**src/rtl/if_stage_if.sv**
```systemverilog
// Fetch-stage bus bundle: instruction-memory request/response, redirect
// input from execute, and the instruction stream toward decode.
interface if_stage_if;
  logic        imem_req_valid;
  logic        imem_req_ready;
  logic [31:0] imem_req_addr;
  logic        imem_resp_valid;
  logic [31:0] imem_resp_data;
  logic        redirect_valid;
  logic [31:0] redirect_pc;
  logic        if_valid;
  logic        if_ready;
  logic [31:0] if_instr;
  logic [31:0] if_pc;

  // master: the fetch stage itself
  modport master (
    output imem_req_valid, imem_req_addr, if_valid, if_instr, if_pc,
    input  imem_req_ready, imem_resp_valid, imem_resp_data,
           redirect_valid, redirect_pc, if_ready
  );

  // slave: memory, execute and decode seen from outside the stage
  modport slave (
    input  imem_req_valid, imem_req_addr, if_valid, if_instr, if_pc,
    output imem_req_ready, imem_resp_valid, imem_resp_data,
           redirect_valid, redirect_pc, if_ready
  );
endinterface

```
**src/rtl/if_stage.sv**
```systemverilog
// rv32i instruction fetch stage: owns the fetch PC, issues credit-limited
// word requests, pairs returning words with their PCs in a small FIFO, and
// squashes stale responses after a redirect.
module if_stage #(
  parameter logic [31:0] RESET_PC        = 32'h0000_0000,
  parameter int unsigned FIFO_DEPTH      = 2,
  parameter int unsigned MAX_OUTSTANDING = 2
) (
  input logic         clk,
  input logic         rst,
  if_stage_if.master  bus
);
  localparam int unsigned OCNT_W = $clog2(MAX_OUTSTANDING + 1);
  localparam int unsigned FCNT_W = $clog2(FIFO_DEPTH + 1);
  localparam int unsigned FPTR_W = (FIFO_DEPTH > 1) ? $clog2(FIFO_DEPTH) : 1;
  localparam int unsigned QPTR_W = (MAX_OUTSTANDING > 1) ? $clog2(MAX_OUTSTANDING) : 1;

  logic [31:0]       fetch_pc_q, fetch_pc_d;
  logic [OCNT_W-1:0] out_cnt_q, out_cnt_d;
  logic [OCNT_W-1:0] drop_cnt_q, drop_cnt_d;
  logic [FCNT_W-1:0] fifo_cnt_q, fifo_cnt_d;
  logic [FPTR_W-1:0] fifo_rd_q, fifo_rd_d, fifo_wr_q, fifo_wr_d;
  logic [QPTR_W-1:0] q_rd_q, q_rd_d, q_wr_q, q_wr_d;

  logic [31:0] fifo_instr_q [FIFO_DEPTH];
  logic [31:0] fifo_pc_q    [FIFO_DEPTH];
  logic [31:0] inflight_pc_q [MAX_OUTSTANDING];
  logic [FIFO_DEPTH-1:0]      fifo_we;
  logic [MAX_OUTSTANDING-1:0] q_we;

  logic req_valid, accept, resp, push, pop, redirect;
  logic unused_redirect_lsbs;

  assign redirect = bus.redirect_valid;
  assign resp     = bus.imem_resp_valid;

  // Credits count both in-flight requests and buffered words so every
  // response is guaranteed a FIFO slot.
  assign req_valid = !rst && !redirect
                  && (32'(out_cnt_q) < MAX_OUTSTANDING)
                  && ((32'(out_cnt_q) + 32'(fifo_cnt_q)) < FIFO_DEPTH);
  assign accept = req_valid && bus.imem_req_ready;
  // Responses belonging to the pre-redirect stream are never buffered.
  assign push   = resp && !redirect && (drop_cnt_q == '0);
  assign pop    = bus.if_valid && bus.if_ready;

  assign bus.imem_req_valid = req_valid;
  assign bus.imem_req_addr  = fetch_pc_q;
  assign bus.if_valid       = !rst && (fifo_cnt_q != '0);
  assign bus.if_instr       = fifo_instr_q[fifo_rd_q];
  assign bus.if_pc          = fifo_pc_q[fifo_rd_q];

  assign unused_redirect_lsbs = ^bus.redirect_pc[1:0];

  for (genvar gi = 0; gi < FIFO_DEPTH; gi++) begin : g_fifo_we
    assign fifo_we[gi] = push && (fifo_wr_q == FPTR_W'(gi));
  end
  for (genvar gi = 0; gi < MAX_OUTSTANDING; gi++) begin : g_q_we
    assign q_we[gi] = accept && (q_wr_q == QPTR_W'(gi));
  end

  // Next-state for PC, credit counters and queue/FIFO pointers; redirect wins.
  always_comb begin
    fetch_pc_d = fetch_pc_q;
    out_cnt_d  = out_cnt_q;
    drop_cnt_d = drop_cnt_q;
    fifo_cnt_d = fifo_cnt_q;
    fifo_rd_d  = fifo_rd_q;
    fifo_wr_d  = fifo_wr_q;
    q_rd_d     = q_rd_q;
    q_wr_d     = q_wr_q;
    if (redirect) begin
      fetch_pc_d = {bus.redirect_pc[31:2], 2'b00};
      out_cnt_d  = out_cnt_q - OCNT_W'(resp);
      drop_cnt_d = out_cnt_q - OCNT_W'(resp);
      fifo_cnt_d = '0;
      fifo_rd_d  = '0;
      fifo_wr_d  = '0;
      q_rd_d     = '0;
      q_wr_d     = '0;
    end else begin
      if (accept) begin
        fetch_pc_d = fetch_pc_q + 32'd4;
        q_wr_d = (q_wr_q == QPTR_W'(MAX_OUTSTANDING - 1)) ? '0 : q_wr_q + 1'b1;
      end
      out_cnt_d = out_cnt_q + OCNT_W'(accept) - OCNT_W'(resp);
      if (resp && (drop_cnt_q != '0)) begin
        drop_cnt_d = drop_cnt_q - 1'b1;
      end
      if (push) begin
        fifo_wr_d = (fifo_wr_q == FPTR_W'(FIFO_DEPTH - 1)) ? '0 : fifo_wr_q + 1'b1;
        q_rd_d    = (q_rd_q == QPTR_W'(MAX_OUTSTANDING - 1)) ? '0 : q_rd_q + 1'b1;
      end
      if (pop) begin
        fifo_rd_d = (fifo_rd_q == FPTR_W'(FIFO_DEPTH - 1)) ? '0 : fifo_rd_q + 1'b1;
      end
      fifo_cnt_d = fifo_cnt_q + FCNT_W'(push) - FCNT_W'(pop);
    end
  end

  // Control state register.
  always_ff @(posedge clk) begin
    if (rst) begin
      fetch_pc_q <= RESET_PC;
      out_cnt_q  <= '0;
      drop_cnt_q <= '0;
      fifo_cnt_q <= '0;
      fifo_rd_q  <= '0;
      fifo_wr_q  <= '0;
      q_rd_q     <= '0;
      q_wr_q     <= '0;
    end else begin
      fetch_pc_q <= fetch_pc_d;
      out_cnt_q  <= out_cnt_d;
      drop_cnt_q <= drop_cnt_d;
      fifo_cnt_q <= fifo_cnt_d;
      fifo_rd_q  <= fifo_rd_d;
      fifo_wr_q  <= fifo_wr_d;
      q_rd_q     <= q_rd_d;
      q_wr_q     <= q_wr_d;
    end
  end

  // Instruction buffer and in-flight PC storage; cleared so the decode
  // outputs read zero until the first word lands.
  always_ff @(posedge clk) begin
    for (int i = 0; i < FIFO_DEPTH; i++) begin
      if (rst) begin
        fifo_instr_q[i] <= '0;
        fifo_pc_q[i]    <= '0;
      end else if (fifo_we[i]) begin
        fifo_instr_q[i] <= bus.imem_resp_data;
        fifo_pc_q[i]    <= inflight_pc_q[q_rd_q];
      end
    end
    for (int i = 0; i < MAX_OUTSTANDING; i++) begin
      if (rst) begin
        inflight_pc_q[i] <= '0;
      end else if (q_we[i]) begin
        inflight_pc_q[i] <= fetch_pc_q;
      end
    end
  end

  // A response with nothing outstanding means the memory broke protocol.
  resp_has_request: assert property (@(posedge clk) disable iff (rst)
    resp |-> (out_cnt_q != '0));
endmodule

```
**src/flat_wrapper.sv**
```systemverilog
// flat-port wrapper written by rule: the top's interface ports become plain ports
module if_stage_flat 
#(
  parameter logic [31:0] RESET_PC        = 32'h0000_0000,
  parameter int unsigned FIFO_DEPTH      = 2,
  parameter int unsigned MAX_OUTSTANDING = 2
)
  (clk, rst, bus_imem_req_valid, bus_imem_req_addr, bus_if_valid, bus_if_instr, bus_if_pc, bus_imem_req_ready, bus_imem_resp_valid, bus_imem_resp_data, bus_redirect_valid, bus_redirect_pc, bus_if_ready);
  if_stage_if bus_i ();
  input logic clk;
  input logic rst;
  output wire logic [$bits(bus_i.imem_req_valid)-1:0] bus_imem_req_valid;
  output wire logic [$bits(bus_i.imem_req_addr)-1:0] bus_imem_req_addr;
  output wire logic [$bits(bus_i.if_valid)-1:0] bus_if_valid;
  output wire logic [$bits(bus_i.if_instr)-1:0] bus_if_instr;
  output wire logic [$bits(bus_i.if_pc)-1:0] bus_if_pc;
  input wire logic [$bits(bus_i.imem_req_ready)-1:0] bus_imem_req_ready;
  input wire logic [$bits(bus_i.imem_resp_valid)-1:0] bus_imem_resp_valid;
  input wire logic [$bits(bus_i.imem_resp_data)-1:0] bus_imem_resp_data;
  input wire logic [$bits(bus_i.redirect_valid)-1:0] bus_redirect_valid;
  input wire logic [$bits(bus_i.redirect_pc)-1:0] bus_redirect_pc;
  input wire logic [$bits(bus_i.if_ready)-1:0] bus_if_ready;
  assign bus_imem_req_valid = bus_i.imem_req_valid;
  assign bus_imem_req_addr = bus_i.imem_req_addr;
  assign bus_if_valid = bus_i.if_valid;
  assign bus_if_instr = bus_i.if_instr;
  assign bus_if_pc = bus_i.if_pc;
  assign bus_i.imem_req_ready = bus_imem_req_ready;
  assign bus_i.imem_resp_valid = bus_imem_resp_valid;
  assign bus_i.imem_resp_data = bus_imem_resp_data;
  assign bus_i.redirect_valid = bus_redirect_valid;
  assign bus_i.redirect_pc = bus_redirect_pc;
  assign bus_i.if_ready = bus_if_ready;
  if_stage #(.RESET_PC(RESET_PC), .FIFO_DEPTH(FIFO_DEPTH), .MAX_OUTSTANDING(MAX_OUTSTANDING)) u_core (.clk(clk), .rst(rst), .bus(bus_i));
endmodule
```
**config.mk**
```make
export PLATFORM = sky130hd
export DESIGN_NAME = if_stage_flat
export DESIGN_NICKNAME = d
export VERILOG_FILES = /design/src/rtl/if_stage_if.sv /design/src/rtl/if_stage.sv /design/src/flat_wrapper.sv
export SDC_FILE = /design/constraint.sdc
export NUM_CORES = 1
export LEC_CHECK = 0
export CAP_MARGIN = 15
export CORE_MARGIN = 5
export CORE_UTILIZATION = 30
export DETAILED_ROUTE_END_ITERATION = 10
export GPL_TIMING_DRIVEN = 0
export SLEW_MARGIN = 20
export SYNTH_ARGS = -nofsm -noshare
export SYNTH_HDL_FRONTEND = slang
export SYNTH_SLANG_ARGS = --single-unit
export TNS_END_PERCENT = 50
```
**constraint.sdc**
```tcl
create_clock -name clk -period 9 [get_ports clk]
set_input_delay 1.8 -clock clk [delete_from_list [all_inputs] [get_ports clk]]
set_output_delay 1.8 -clock clk [all_outputs]
set_load 0.02 [all_outputs]
```
==> results of run 1 <==
==> final cells by class <==
type | count | area [um^2] | area share
Inverter | 13 | 48.8 | 0.00366
Multi-Input combinational cell | 517 | 3530 | 0.265
Clock buffer | 35 | 736 | 0.0552
Antenna cell | 1 | 2.50 | 0.000188
Clock inverter | 13 | 149 | 0.0112
Tap cell | 448 | 561 | 0.0420
Timing Repair Buffer | 165 | 1710 | 0.128
Sequential cell | 226 | 6370 | 0.478
Buffer | 54 | 234 | 0.0176
==> power breakdown <==
group          switching, mW  leakage [nW]  internal (mW)
combinational          0.162          2.14          0.137
clock                  0.415         0.437          0.660
sequential            0.0325          2.26           1.19
==> metal layers <==
layer	GRT usage	routed length, um
met1	0.195	12300
met2	0.220	12400
met3	0.0302	2020
met4	0.0346	456
met5	0	0
==> worst min path at each step <==
stage / slack [ns] / cells after the start / startpoint / to
6_report: 0.51 / 2 / u_core.q_rd_q / register
3_3_place_gp: 0.49 / 2 / u_core.q_rd_q / u_core.q_rd_q
4_1_cts: 0.50 / 2 / u_core.q_rd_q / register
5_1_grt: 0.56 / 2 / u_core.q_rd_q / u_core.q_rd_q
3_5_place_dp: 0.49 / 2 / u_core.q_rd_q / register
2_1_floorplan: 0.47 / 2 / u_core.q_rd_q / register
==> logic make-up (layout without fill, tap and decap cells) <==
group / count (synthesis) / count (layout) / synth area share
other: 1 / 5 / 0.000370
muxes: 95 / 95 / 0.102
xor gates and xnor gates: 18 / 18 / 0.0155
DFF: 226 / 226 / 0.628
buffers and inverters: 67 / 280 / 0.0279
and+or+nand+nor: 320 / 320 / 0.172
AOI/OAI and AO/OA: 73 / 73 / 0.0461
adders and majority gates: 7 / 7 / 0.00937
==> registers in the layout, summed over array words and instances (netlist names), named ones only <==
name / count
u_core.fifo_pc_q: 60
u_core.fifo_instr_q: 64
u_core.out_cnt_q: 2
u_core.fifo_wr_q: 1
u_core.q_rd_q: 1
u_core.drop_cnt_q: 2
u_core.fifo_cnt_q: 2
u_core.inflight_pc_q: 60
u_core.q_wr_q: 1
u_core.fifo_rd_q: 1
u_core.bus.imem_req_addr: 30
==> critical path: stages <==
cell and delay [ns]:
clkdlybuf4s50_1 0.57, nor2_1 0.29, and2_1 0.17, clkdlybuf4s50_1 0.60
==> layout by cell type, fill, tap and decap left out, drive strengths merged, types with 3 or more instances in the layout <==
master	n
buf	21
nor2	97
edfxtp	184
clkdlybuf4s50	161
a211oi	7
nand4	10
xor2	5
ha	6
a31oi	11
a21oi	20
conb	4
or2	3
o22ai	6
nor3	13
and3	36
xnor2	13
mux2i	32
mux2	63
or3	3
clkinv	7
inv	15
nor4	8
o311ai	3
and2	101
clkbuf	72
and4	5
nand3	13
nand2	25
o21ai	10
bufinv	3
dfxtp	42
==> results.sh, run 1 <==
export IMPL_vdd_ir_drop_max_mv=0.118
export IMPL_antenna_found_initial=0
export IMPL_die_area_um2=37600
export IMPL_critPathLaunch="rst"
export IMPL_overflow=0
export IMPL_num_io_pins=168
export IMPL_gp_congestion=0.885
export IMPL_reg2reg_slack_ns=5.71
export IMPL_yosys_top_cells_area="edfxtp_1 54%, dfxtp_1 8.3%, mux2_2 6.9%"
export IMPL_endpoint_kind="primary output"
export IMPL_clk_transition_reported_paths_ns=0.06
export IMPL_fp_dieH_um=194
export IMPL_ff2ff_path_depth=9
export IMPL_r2r_end="u_core.inflight_pc_q[1][8]"
export IMPL_firstDrtPassIters=5
export IMPL_worst_pin_slew_ns=0.877
export IMPL_fin_util=0.399
export IMPL_period_minus_slack_ns=5.24
export IMPL_cts_tree="yes"
export IMPL_layout_setup_ws_ns=3.76
export IMPL_critPathCapture="bus_imem_req_valid"
export IMPL_synthTopCellsByCount="184 x edfxtp_1, 100 x and2_1, 97 x nor2_1"
export IMPL_synth_edff_count=184
export IMPL_synthFlopType="edfxtp_1"
export IMPL_fillers=3183
export IMPL_ys_types=59
export IMPL_p_leak_nw=4.84
export IMPL_synthCells=807
export IMPL_outcome="completed"
export IMPL_skew_ns=0.0117
export IMPL_max_freq_mhz=191
export IMPL_core_area_um2=33400
export IMPL_dpl_cell_count=1423
export IMPL_place_area_um2=12400
export IMPL_rsz0062_at_grt="no"
export IMPL_post_synth_top_area_fraction=0.545
export IMPL_synth_area_um2=10100
export IMPL_ys_ff_latch=226
export IMPL_yosysMostFrequentCell="edfxtp_1"
export IMPL_cts_root_buffer="clkbuf_16"
export IMPL_ys_warnings_count=0
export IMPL_vias=7001
export IMPL_drtIter0Drc=399
export IMPL_setup_tns_final_ns=0
export IMPL_syn_area_per_cell_um2=12.6
export IMPL_antenna_left=0
export IMPL_cts_resized=0
export IMPL_p_per_area_nw_per_um2=195
export IMPL_crit_type="input pin to primary output"
export IMPL_p_total_mw=2.60
export IMPL_start_kind="input pin"
export IMPL_hpwlAfterDp_um=19200
export IMPL_yosys_area_top_type="edfxtp_1"
export IMPL_clk_insertion_delay_late_ns=0.52
export IMPL_cts_hold_buffers=0
export IMPL_cap_violations=0
export IMPL_initial_utilization=0.303
export IMPL_worst_slew_margin_rel=0.411
export IMPL_required_ns=7.20
export IMPL_grt_max_degree=41
export IMPL_grt_pass1_wl_um=41800
export IMPL_path_max_fanout=7
export IMPL_areaGrowthSynthToFinish_pct=31.4
export IMPL_drc=0
export IMPL_fin_nets=1080
export IMPL_htreeDepth=1
export IMPL_dp_slack_ns=3.78
export IMPL_worstPathArrival_ns=3.44
export IMPL_routed_via_density=4.76
export IMPL_hold_class="register to register"
export IMPL_grt_pass1_vias=6997
export IMPL_synth_yosys_seq_area_share=0.628
export IMPL_setup_viol=0
export IMPL_clockBufferDepth=3
export IMPL_finalNonFillerCells=1472
export IMPL_finalCritPeriodShare=0.582
export IMPL_finalInstanceArea_um2=13300
export IMPL_cts_setup_buffers=0
export IMPL_rr_startpoint="u_core.fifo_cnt_q[0]"
export IMPL_wl_um=27200
export IMPL_hold_ws_ns=0.509
export IMPL_clock_sinks=226
export IMPL_ys_async_sr_fraction=0
export IMPL_drive_gt1_frac=0.135
export IMPL_port_buffers=161
export IMPL_rows=67
export IMPL_grt_usage=0.139
export IMPL_cts_buffers=26
export IMPL_hold_viol_final=0
export IMPL_finalMaxSlewViolations=0
export IMPL_die_w_um=194
export IMPL_wire_per_inst_um=18.5
No activity file was read; power rests on OpenSTA's default activity.
==> inputs of run 2 (changes only) <==
==> constraint.sdc (replaced) <==
create_clock -name clk -period 4.7 [get_ports clk]
set_input_delay 0.94 -clock clk [delete_from_list [all_inputs] [get_ports clk]]
set_output_delay 0.94 -clock clk [all_outputs]
set_load 0.02 [all_outputs]
==> results of run 2 <==
Same layout as run 1 (identical final DEF). Status: completed.
Among the figures that moved: setup slack after placement 3.78 ns -> 0.777 ns; setup slack after layout 3.76 ns -> 0.837 ns; end point of the critical path bus_imem_req_valid -> bus_if_instr[6]; register-to-register setup slack 5.71 ns -> 1.41 ns; total power 2.60 mW -> 4.97 mW; worst IR drop on VDD 0.118 mV -> 0.227 mV
==> inputs of run 3 (changes only) <==
==> constraint.sdc (replaced) <==
create_clock -name clk -period 3.4 [get_ports clk]
set_input_delay 0.68 -clock clk [delete_from_list [all_inputs] [get_ports clk]]
set_output_delay 0.68 -clock clk [all_outputs]
set_load 0.02 [all_outputs]
==> run 3 against run 2 <==
Net effect:
- setup slack got worse by 0.62 ns
- final cell count decreased by 0.34%
- power increased by 37%
- wire length decreased by 3.3%
- clock power increased by 34%
- register-to-register slack got worse by 1.2 ns
- utilization about the same
- global-route usage decreased by 0.45 points
- via count decreased by 1.2%
- sequential power increased by 38%
- sequential share of layout area about the same
- cell area about the same
- largest cell class unchanged
==> results.sh, run 3 (synthesis results as in run 1) <==
export IMPL_p_per_area_nw_per_um2=509
export IMPL_die_area_um2=37600
export IMPL_pwr_share_clk=0.408
export IMPL_largest_register_ff_count=64
export IMPL_outcome="completed"
export IMPL_layout_commonest_cell="edfxtp_1"
export IMPL_dpl_cell_count=1423
export IMPL_core_area_um2=33400
export IMPL_cts_hold_buffers=0
export IMPL_grt_usage=0.134
export IMPL_drtIter0Drc=425
export IMPL_place_area_um2=12500
export IMPL_cts_tree="yes"
export IMPL_worst_slew_margin_rel=0.474
export IMPL_hold_viol_final=0
export IMPL_crit_type="register to register"
export IMPL_regMostFlops="u_core.fifo_instr_q"
export IMPL_areaGrowthSynthToFinish_pct=31.3
export IMPL_switchingPower_mw=1.61
export IMPL_pwr_share_seq=0.476
export IMPL_cap_violations=0
export IMPL_hold_class="register to register"
export IMPL_vias=6914
export IMPL_gp_congestion=0.855
export IMPL_grt_pass1_wl_um=40800
export IMPL_wire_per_inst_um=17.9
export IMPL_finalCritPeriodShare=0.935
export IMPL_grt_pass1_vias=7002
export IMPL_wl_um=26300
export IMPL_swShare=0.237
export IMPL_num_io_pins=168
export IMPL_p_int_mw=5.17
export IMPL_overflow=0
export IMPL_clock_sinks=226
export IMPL_cts_buffers=25
export IMPL_worstPathArrival_ns=3.32
export IMPL_required_ns=3.54
export IMPL_max_freq_mhz=315
export IMPL_clk_transition_reported_paths_ns=0.06
export IMPL_skew_ns=0.00922
export IMPL_rows=67
export IMPL_htreeDepth=1
export IMPL_hpwlAfterDp_um=18800
export IMPL_finalInstanceArea_um2=13300
export IMPL_antenna_found_initial=0
export IMPL_port_buffers=161
export IMPL_initial_utilization=0.303
export IMPL_rsz0062_at_grt="no"
export IMPL_firstDrtPassIters=5
export IMPL_path_max_fanout=30
export IMPL_p_total_mw=6.78
export IMPL_vdd_ir_drop_max_mv=0.405
export IMPL_comb_power_share=0.116
export IMPL_cts_root_buffer="clkbuf_16"
export IMPL_fillers=3135
export IMPL_drive_gt1_frac=0.143
export IMPL_fp_dieH_um=194
export IMPL_clockBufferDepth=3
export IMPL_worst_pin_slew_ns=0.789
export IMPL_period_minus_slack_ns=3.18
export IMPL_clk_insertion_delay_late_ns=0.51
export IMPL_die_w_um=194
export IMPL_hold_ws_ns=0.518
export IMPL_endpoint_kind="register"
export IMPL_top_regs="u_core.fifo_instr_q (64), u_core.fifo_pc_q (60), u_core.inflight_pc_q (60)"
export IMPL_p_leak_nw=4.85
export IMPL_setup_viol=0
export IMPL_antenna_left=0
export IMPL_fin_util=0.398
export IMPL_grt_max_degree=46
export IMPL_routed_via_density=4.71
export IMPL_start_kind="register"
export IMPL_fin_nets=1078
export IMPL_drc=0
export IMPL_finalNonFillerCells=1467
export IMPL_finalMaxSlewViolations=0
export IMPL_final_cell_mix="184 x edfxtp_1, 161 x clkdlybuf4s50_1, 100 x and2_1"
export IMPL_antenna_cells=0
-- run 3: changes by cell type in the layout (fill, tap and decap cells not counted), sizes merged --
cell    previous run  this run
diode              1         0
buf               21        20
inv               15        13
clkbuf            72        66
clkinv             7        12
-- run 3: power groups by stage --
stage	clock (mW)	sequential, mW	combinational, mW
global route	2.93	3.25	0.852
floorplan	0	3.29	0.387
CTS	2.81	3.23	0.801
finish	2.77	3.23	0.789
global placement	0	3.29	0.768
detailed placement	0	3.29	0.796
-- run 3: per-layer routing --
| metal | up-vias | routed length (um) | global-route usage | part of all wire |
|---|---|---|---|---|
| li1 | 3310 | - | - | - |
| met1 | 3327 | 12200 | 0.189 | 0.47 |
| met2 | 242 | 11900 | 0.217 | 0.45 |
| met3 | 35 | 1710 | 0.0261 | 0.065 |
| met4 | 0 | 437 | 0.0310 | 0.017 |
| met5 | - | 0 | 0 | 0 |
-- run 3: worst max-delay path: stages (launching register included) --
cell,delay (ns)
dfxtp_1,0.33
inv_1,0.06
nor2_1,0.13
fa_1,0.46
nor3_2,0.22
nand3_2,0.27
nor2_1,0.60
or2_2,0.73
-- run 3: final timing paths --
| path | startpoint | endpoint | slack, ns | cells past startpoint |
|---|---|---|---|---|
| setup / recovery | u_core.fifo_cnt_q[0] | u_core.inflight_pc_q[0][28] | 0.22 | 7 |
| hold / removal | u_core.q_rd_q | register | 0.52 | 2 |
| setup reg to reg | u_core.fifo_cnt_q[0] | u_core.inflight_pc_q[0][28] | 0.22 | 7 |
| hold reg to reg | u_core.q_rd_q | register | 0.52 | 2 |
-- run 3: area by class of cell --
type,count,area [um^2],share of cell area
well taps,448,561,0.0421
clock inverters,16,170,0.0128
repair buffers,165,1720,0.129
clock buffers,29,681,0.0511
flip-flops and latches,226,6370,0.478
plain buffers,53,238,0.0178
inverters,13,48.8,0.00366
multi-input cells,517,3540,0.266
-- run 3: repair_timing --
item | in CTS | in global routing
endpoints found under the setup margin | 60 | 48
buffers inserted | 0 | 0
gates resized for setup | 4 | 4
-- run 3: per-stage QoR --
stage	setup TNS, ns	setup WS, ns
final	0	0.220
after global routing	0	0.0164
after CTS	0	0.0108
after detailed placement	-11.53	-0.211
after global placement	-181.50	-1.35
after floorplan	0	0.421
